--- src/rtl/seven_seg_pkg.sv ---
// Shared constants, state encoding and elaboration helpers for the seven-segment BCD display.
// Segment codes are active-low, bit order g f e d c b a.
package seven_seg_pkg;

    localparam logic [6:0] SEG_D0    = 7'b1000000;
    localparam logic [6:0] SEG_D1    = 7'b1111001;
    localparam logic [6:0] SEG_D2    = 7'b0100100;
    localparam logic [6:0] SEG_D3    = 7'b0110000;
    localparam logic [6:0] SEG_D4    = 7'b0011001;
    localparam logic [6:0] SEG_D5    = 7'b0010010;
    localparam logic [6:0] SEG_D6    = 7'b0000010;
    localparam logic [6:0] SEG_D7    = 7'b1011000;
    localparam logic [6:0] SEG_D8    = 7'b0000000;
    localparam logic [6:0] SEG_D9    = 7'b0010000;
    localparam logic [6:0] SEG_BLANK = 7'b1111111;
    localparam logic [6:0] SEG_DASH  = 7'b0111111;

    typedef enum logic [1:0] {S_IDLE, S_SHIFT, S_LOAD} seg_state_t;

    function automatic logic [31:0] pow10(input int n);
        logic [31:0] p;
        p = 32'd1;
        for (int i = 0; i < n; i++) p = p * 32'd10;
        return p;
    endfunction

endpackage

--- src/rtl/seven_seg_bcd_display_if.sv ---
// Request/result bundle between a value producer and the seven-segment display driver.
interface seven_seg_bcd_display_if #(
    parameter int IN_WIDTH   = 8,
    parameter int NUM_DIGITS = 3
);
    logic [IN_WIDTH-1:0]     i_value;
    logic                    i_valid;
    logic                    o_ready;
    logic [7*NUM_DIGITS-1:0] o_seven;
    logic                    o_ovf;
    logic                    o_done;

    modport master (output i_value, i_valid, input o_ready, o_seven, o_ovf, o_done);
    modport slave  (input i_value, i_valid, output o_ready, o_seven, o_ovf, o_done);
endinterface

--- src/rtl/seven_seg_digit_lut.sv ---
// One BCD nibble to an active-low seven-segment pattern; non-decimal nibbles show a dash.
module seven_seg_digit_lut
    import seven_seg_pkg::*;
(
    input  logic [3:0] nibble,
    output logic [6:0] seg
);
    always_comb begin
        case (nibble)
            4'd0:    seg = SEG_D0;
            4'd1:    seg = SEG_D1;
            4'd2:    seg = SEG_D2;
            4'd3:    seg = SEG_D3;
            4'd4:    seg = SEG_D4;
            4'd5:    seg = SEG_D5;
            4'd6:    seg = SEG_D6;
            4'd7:    seg = SEG_D7;
            4'd8:    seg = SEG_D8;
            4'd9:    seg = SEG_D9;
            default: seg = SEG_DASH;
        endcase
    end
endmodule

--- src/rtl/seven_seg_bcd_display.sv ---
// Binary to NUM_DIGITS-digit seven-segment driver using an iterative double-dabble engine.
// Optional leading-zero blanking is enabled by defining SEVEN_SEG_LZ_BLANK_EN.
module seven_seg_bcd_display
    import seven_seg_pkg::*;
#(
    parameter int IN_WIDTH   = 8,
    parameter int NUM_DIGITS = 3
) (
    input logic                    i_clk,
    input logic                    i_rst_n,
    seven_seg_bcd_display_if.slave bus
);
    localparam int               BCD_W   = 4 * NUM_DIGITS;
    localparam int               CNT_W   = $clog2(IN_WIDTH + 1);
    localparam logic [31:0]      MAX_DEC = pow10(NUM_DIGITS) - 32'd1;
    localparam logic [CNT_W-1:0] LAST    = CNT_W'(IN_WIDTH - 1);

    seg_state_t                   state;
    logic [IN_WIDTH-1:0]          shift_q;
    logic [BCD_W-1:0]             bcd_q;
    logic [BCD_W-1:0]             bcd_adj;
    logic [CNT_W-1:0]             cnt_q;
    logic                         ovf_q;
    logic                         ovf_out_q;
    logic                         done_q;
    logic                         ready_q;
    logic [NUM_DIGITS-1:0][6:0]   lut_seg;
    logic [NUM_DIGITS-1:0][6:0]   seg_nxt;
    logic [NUM_DIGITS-1:0][6:0]   seven_q;
    logic [NUM_DIGITS-1:0]        blank;

    genvar g;
    generate
        for (g = 0; g < NUM_DIGITS; g++) begin : g_dig
            assign bcd_adj[4*g +: 4] = (bcd_q[4*g +: 4] >= 4'd5) ? bcd_q[4*g +: 4] + 4'd3
                                                                 : bcd_q[4*g +: 4];
            seven_seg_digit_lut u_lut (
                .nibble (bcd_q[4*g +: 4]),
                .seg    (lut_seg[g])
            );
        end
    endgenerate

`ifdef SEVEN_SEG_LZ_BLANK_EN
    // A digit goes dark only if it and every digit above it are zero; the ones digit never does.
    always_comb begin
        logic all_zero;
        blank    = '0;
        all_zero = 1'b1;
        for (int k = NUM_DIGITS - 1; k > 0; k--) begin
            all_zero = all_zero && (bcd_q[4*k +: 4] == 4'd0);
            blank[k] = all_zero;
        end
    end
`else
    assign blank = '0;
`endif

    // Saturation to all nines takes priority over blanking.
    always_comb begin
        for (int k = 0; k < NUM_DIGITS; k++) begin
            seg_nxt[k] = ovf_q    ? SEG_D9 :
                         blank[k] ? SEG_BLANK : lut_seg[k];
        end
    end

    always_ff @(posedge i_clk or negedge i_rst_n) begin
        if (!i_rst_n) begin
            state     <= S_IDLE;
            shift_q   <= '0;
            bcd_q     <= '0;
            cnt_q     <= '0;
            ovf_q     <= 1'b0;
            ovf_out_q <= 1'b0;
            done_q    <= 1'b0;
            ready_q   <= 1'b1;
            seven_q   <= '1;
        end else begin
            done_q <= 1'b0;
            case (state)
                S_IDLE: begin
                    if (bus.i_valid) begin
                        shift_q <= bus.i_value;
                        bcd_q   <= '0;
                        cnt_q   <= '0;
                        ovf_q   <= 32'(bus.i_value) > MAX_DEC;
                        ready_q <= 1'b0;
                        state   <= S_SHIFT;
                    end
                end
                S_SHIFT: begin
                    {bcd_q, shift_q} <= {bcd_adj, shift_q} << 1;
                    cnt_q            <= cnt_q + CNT_W'(1);
                    if (cnt_q == LAST) state <= S_LOAD;
                end
                S_LOAD: begin
                    seven_q   <= seg_nxt;
                    ovf_out_q <= ovf_q;
                    done_q    <= 1'b1;
                    ready_q   <= 1'b1;
                    state     <= S_IDLE;
                end
                default: state <= S_IDLE;
            endcase
        end
    end

    assign bus.o_ready = ready_q;
    assign bus.o_seven = seven_q;
    assign bus.o_ovf   = ovf_out_q;
    assign bus.o_done  = done_q;

endmodule
--- src/flat_wrapper.sv ---
// flat-port wrapper written by rule: the top's interface ports become plain ports
module seven_seg_bcd_display_flat import seven_seg_pkg::*;
#(
    parameter int IN_WIDTH   = 8,
    parameter int NUM_DIGITS = 3
)
  (i_clk, i_rst_n, bus_i_value, bus_i_valid, bus_o_ready, bus_o_seven, bus_o_ovf, bus_o_done);
  seven_seg_bcd_display_if #(.IN_WIDTH(IN_WIDTH), .NUM_DIGITS(NUM_DIGITS)) bus_i ();
  input logic i_clk;
  input logic i_rst_n;
  input wire logic [$bits(bus_i.i_value)-1:0] bus_i_value;
  input wire logic [$bits(bus_i.i_valid)-1:0] bus_i_valid;
  output wire logic [$bits(bus_i.o_ready)-1:0] bus_o_ready;
  output wire logic [$bits(bus_i.o_seven)-1:0] bus_o_seven;
  output wire logic [$bits(bus_i.o_ovf)-1:0] bus_o_ovf;
  output wire logic [$bits(bus_i.o_done)-1:0] bus_o_done;
  assign bus_i.i_value = bus_i_value;
  assign bus_i.i_valid = bus_i_valid;
  assign bus_o_ready = bus_i.o_ready;
  assign bus_o_seven = bus_i.o_seven;
  assign bus_o_ovf = bus_i.o_ovf;
  assign bus_o_done = bus_i.o_done;
  seven_seg_bcd_display #(.IN_WIDTH(IN_WIDTH), .NUM_DIGITS(NUM_DIGITS)) u_core (.i_clk(i_clk), .i_rst_n(i_rst_n), .bus(bus_i));
endmodule
--- config.mk ---
export PLATFORM = sky130hd
export DESIGN_NAME = seven_seg_bcd_display_flat
export DESIGN_NICKNAME = d
export VERILOG_FILES = /design/src/rtl/seven_seg_pkg.sv /design/src/rtl/seven_seg_bcd_display_if.sv /design/src/rtl/seven_seg_digit_lut.sv /design/src/rtl/seven_seg_bcd_display.sv /design/src/flat_wrapper.sv
export SDC_FILE = /design/constraint.sdc
export NUM_CORES = 1
export LEC_CHECK = 0
export CORE_UTILIZATION = 51
export DETAILED_ROUTE_END_ITERATION = 16
export GPL_TIMING_DRIVEN = 1
export PLACE_DENSITY = 0.77
export SLEW_MARGIN = 15
export SYNTH_ARGS = -nofsm -noshare
export SYNTH_HDL_FRONTEND = slang
export SYNTH_HIERARCHICAL = 1
export SYNTH_SLANG_ARGS = --single-unit
--- constraint.sdc ---
create_clock -name i_clk -period 1.5 [get_ports i_clk]
set_input_delay 0.375 -clock i_clk [delete_from_list [all_inputs] [get_ports i_clk]]
set_output_delay 0.375 -clock i_clk [all_outputs]
set_load 0.02 [all_outputs]
# Yosys cells after proc, flatten, opt, wreduce, memory -nomap -nowiden
# Memories as Yosys holds them, arrays and structs flattened. A register that Yosys moved wholly into a read port is not among the register bits.
# Cells that the tools add are included.
# totals
ff_bits	28
mem_bits_ro	336
in_bits	11
memories	3
# memory_table
memory	words	width	rd	rd_clocked_by_memory_dff	write_ports	line	rtl
(name not given)	16	7	1	1	0	seven_seg_digit_lut.sv:9	case (nibble)
(name not given)	16	7	1	1	0	seven_seg_digit_lut.sv:9	
(name not given)	16	7	1	1	0	seven_seg_digit_lut.sv:9	
# op_classes
n_addsub	4
magnitude_cmp	3
eq_ne	5
mux	15
n_reduce_logical	9
# ops
operator	n
12-bit case mux with 2 select lines	1
8-bit case mux with 2 select lines	1
4-bit by 3-bit greater-or-equal comparator with 1-bit output (second input constant)	3
12-bit 2-to-1 mux	1
4-bit 2-to-1 mux	3
4-bit by 2-bit adder with 4-bit output (second input constant)	2
8-bit 2-to-1 mux	1
4-bit case mux with 2 select lines	1
2-bit AND reduction	3
4-bit by 1-bit adder with 4-bit output (second input constant)	1
4-bit by 3-bit equality test with 1-bit output (second input constant)	1
2-bit 2-to-1 mux	2
2-bit case mux with 2 select lines	1
2-bit nonzero test	2
3-bit by 2-bit adder with 3-bit output (second input constant)	1
1-bit logical NOT	3
3-bit 2-to-1 mux	1
2-bit by 1-bit equality test with 1-bit output (second input constant)	1
2-bit equality test (second input constant)	1
2-bit logical NOT	1
1-bit 2-to-1 mux	2
2-bit by 1-bit inequality test with 1-bit output (second input constant)	1
2-bit inequality test (second input constant)	1
1-bit case mux with 2 select lines	1

# Depth between registers and ports, before layout
# depth
ltp_word	3
depth_mapped	6
depth_no_buf	5

# Modules after synthesis
# The synthesis kept the hierarchy.
# modules_own_cells
mod	instances	cells_per_inst	area_each_um2	seq_area_each_um2
seven_seg_bcd_display	1	190	2374.8	1253.7
seven_seg_digit_lut at u_core.g_dig[1].u_lut ...	2	26	203.9	0.0
seven_seg_digit_lut at u_core.g_dig[0].u_lut	1	26	191.4	0.0

# Least setup slack after synthesis
# OpenSTA, ideal clock, no wires.
# synth_path
path_type	flip-flop to flip-flop
from	reg u_core.bcd_q[4]
to	reg u_core.bcd_q[6]
setup_ps	104
t_arrival_ps	1316
t_required_ps	1396
path_slack_ps	80
path_stages_with_launch	6
path_buffers	0
cell_sequence	dfrtp_1 inv_1 ha_1 nor2b_1 o21a_1 o311ai_1
# synth_between
elab_chain_len	3
elab_cells_between_ends	4
# synth_lines
item	line	rtl
from (decl)	seven_seg_bcd_display.sv:20	logic [BCD_W-1:0] bcd_q;
from (signal assigned)	seven_seg_bcd_display.sv:92	{bcd_q, shift_q} <= {bcd_adj, shift_q} << 1;
4-bit by 2-bit adder with 4-bit output or 4-bit by 3-bit greater-or-equal comparator with 1-bit output (tied branches)	seven_seg_bcd_display.sv:35	assign bcd_adj[4*g +: 4] = (bcd_q[4*g +: 4] >= 4'd5) ? bcd_q[4*g +: 4] + 4'd3
4-bit 2-to-1 mux (*)	seven_seg_bcd_display.sv:35	
12-bit case mux with 2 select lines (*)	seven_seg_bcd_display.sv:80	case (state)
# Mark *: on every way between the ends. The rest lies on a longest branch, timed or not.
# A chain may end at the register's enable or synchronous reset.

# Final worst setup path
# Ends and elaborated chain as after synthesis.

==> run_results.csv <==
group,metric,value,unit
worst_setup_path,cp-end-kind,"flop",
cts,cts_tree,"built",
logic_synthesis,syn_nets,301,
hold_path,hold_class,"primary input to async pin",
logic_synthesis,synth_cell_types,39,
logic_synthesis,ys_warn_count,6,
logic_synthesis,syn-cell-area,0.00297,mm^2
layout,most-common-layout-cells,"dfrtp_1 (25), nand2_1 (23), dfstp_2 (22)",
sta,final_hold_viol_count,0,
layout,syn_to_final_growth,17.5,%
floorplan,placementRows,27,
floorplan,ios,35,
logic_synthesis,synth_seq_cells,49,
global_routing,grt_max_degree,50,
run,max_cap_viol_count,0,
placed_design,place_hpwl,3.70,mm
routing,drc_errors,0,
layout,mostFrequentLayoutCell,"dfrtp_1",
routing,routed.top_layer,"met4",
routing,vias,2096,
cts,cts_root_buf,"clkbuf_8",
worst_setup_path,arrival,1670,ps
sta,slew_violations,0,
floorplan,die-area,0.00614,mm^2
worst_setup_path,required,1700,ps
global_routing,track_usage,0.188,
layout,antenna_cells,0,
layout,layout-drive-gt1-share,0.367,
routing,drtIter0Drc,81,
routing,drtAntennaViolNets,0,
sta,setup_viol,0,
routing,routed_via_density,5.40,
sta,fmax,681,MHz
sta,final.setup_skew,5.46,ps
layout,final_net_count,348,
floorplan,die_w,78.4,um
cts,clk_latency,300,ps
pwr,irDropWorstVdd,926,uV
placed_design,place_area,0.00343,mm^2
floorplan,fp.coreArea,0.00557,mm^2
global_routing,grt_overflow,0,
floorplan,die_y,78.4,um
status,outcome,"finished, final reports clean",
cts,htreeDepth,2,
placed_design,port_buffers,33,
logic_synthesis,yosysTopAreaCell,"dfrtp_1",
sta,grt_setup_unrepaired,"yes",
routing,routedWlPerCell,14.0,um
floorplan,initial_core_util,0.534,
placed_design,place_congestion,0.794,
logic_synthesis,synth.yosys.seq_area_share,0.422,
global_routing,antenna_found_initial,0,
routing,wirelength,5.43,mm
global_routing,grt_pass1_wl,9.16,mm
routing,wl_met1,2.50,mm
sta,period_needed,1470,ps
global_routing,grt_pass1_vias,2072,
sta,slew_headroom,0.638,
logic_synthesis,netlist_top_cells_area,"dfrtp_1 (23%), dfstp_2 (19%), ha_1 (9.3%)",
sta,timing.hold.ws,38.5,ps
layout,postLayoutCellArea,0.00349,mm^2
routing,drt-pass1-iter-count,4,
cts,cts_buffer_depth,2,
sta,worst_slew_pin_slew,543,ps
logic_synthesis,netlist.area_leader.share,0.227,
cts,cts_sinks,49,
worst_setup_path,path_class,"flop to flop",
routing,routed-wl-met2,2.73,mm
cts,cts_buffers,5,
logic_synthesis,syn_inst,268,
pwr,p_per_area,2020,mW/mm^2
worst_setup_path,cp-start-kind,"flop",
routing,dr_wl_met3,159,um
sta,fin_crit_sh,0.979,
pwr,power_leakage,1.60,nW
logic_synthesis,syn_area_per_cell,11.1,um^2
worst_setup_path,crit_fanout,4,
cts,clk_pin_slew,90,ps
==> worst max-delay path, stage by stage (launching register included) <==
cell and delay [ps]:
dfrtp_1 420, inv_2 70, ha_1 240, nor2b_2 190
o21a_1 210, o311ai_1 240
==> power breakdown <==
part,switching [W],internal [W]
logic,0.00192,0.00186
registers,0.000528,0.00196
clock network,0.000460,0.000332
==> cell usage after synthesis <==
master and instances:
inv_1 24, mux2_2 3, a32oi_1 3, mux2_4 18, buf_2 3, buf_4 3, a211oi_1 1, xor2_1 1
mux2i_1 8, nand3_1 1, o21ai_1 5, o32ai_1 2, ha_1 22, o21bai_2 1, xnor2_1 2, a21o_1 1
a32o_1 3, nor2_1 1, o221ai_1 3, dfstp_2 22, nand2_1 23, a22o_1 1, o21a_1 3, conb_1 1
nand2b_1 9, o21ba_2 1, nor3b_1 1, nor2b_1 15, buf_6 9, o2111ai_1 6, a22oi_1 8, o21ai_0 19
o311ai_1 3, o31ai_1 6, nand2b_4 2, dfrtp_1 27, a211oi_2 2, a21oi_1 4, nor3_1 1
==> per-layer routing <==
metal,vias to the layer above,GRT usage
met2,35,0.330
met5,-,0
met4,0,0.0500
met3,7,0.0349
met1,1013,0.236
li1,1041,-
==> registers in the layout, summed over array words and instances (netlist names) <==
name	flops
u_core/bus.o_seven	21
u_core/bcd_q	12
u_core/shift_q	8
u_core/cnt_q	4
u_core/state	2
u_core/bus.o_done	1
u_core/bus.o_ready	1
==> stage by stage <==
stage	std cells	setup TNS (ps)	utilization	worst slack [ps]	total power [W]
3_5_place_dp	377	-595	0.616	-90.7	0.00627
3_3_place_gp	377	-311	0.616	-67.2	0.00612
4_1_cts	386	0	0.638	8.98	0.00704
2_1_floorplan	268	0	-	80.0	0.00515
6_report	388	0	0.627	31.3	0.00706
5_1_grt	388	-108	0.627	-48.1	0.00763
==> cell families after synthesis <==
| kind of cell | after synthesis | share of synthesized area |
|---|---|---|
| AO/OA/AOI/OAI | 72 | 0.174 |
| XOR/XNOR | 3 | 0.00884 |
| adder cells (fa/ha/maj) | 22 | 0.0926 |
| buffers and inverters | 39 | 0.0770 |
| flip-flops | 49 | 0.422 |
| multiplexers | 29 | 0.129 |
| other | 1 | 0.00126 |
| AND/OR/NAND/NOR | 53 | 0.0959 |
==> what timing repair did <==
action                     in CTS  in global routing
gates resized for setup        68                 31
cloned                          0                  0
pin swaps                       0                  1
hold buffers                    0                  0
setup endpoints to repair      25                 27
setup buffers                   1                  2
==> worst paths after layout <==
path,from,endpoint,slack [ps],depth (start not counted)
max,u_core/bcd_q[4],u_core/bcd_q[6],30,5
min,i_rst_n,u_core/bus.o_done,40,2
max reg2reg,u_core/bcd_q[4],u_core/bcd_q[6],30,5
min reg2reg,u_core/shift_q[5],u_core/shift_q[5],500,2
max in group asynchronous,i_rst_n,u_core/bus.o_seven[15],1180,2
min in group i_clk,u_core/shift_q[5],u_core/shift_q[5],500,2
==> area by class of cell <==
cell class | instances | area (um^2)
Clock buffer | 5 | 68.8
Fill cell | 459 | 2080
Clock inverter | 3 | 21.3
Timing Repair Buffer | 55 | 442
Multi-Input combinational cell | 180 | 1530
Inverter | 24 | 90.1
Tap cell | 72 | 90.1
Sequential cell | 49 | 1260
Power figures use the tool's default switching activity.
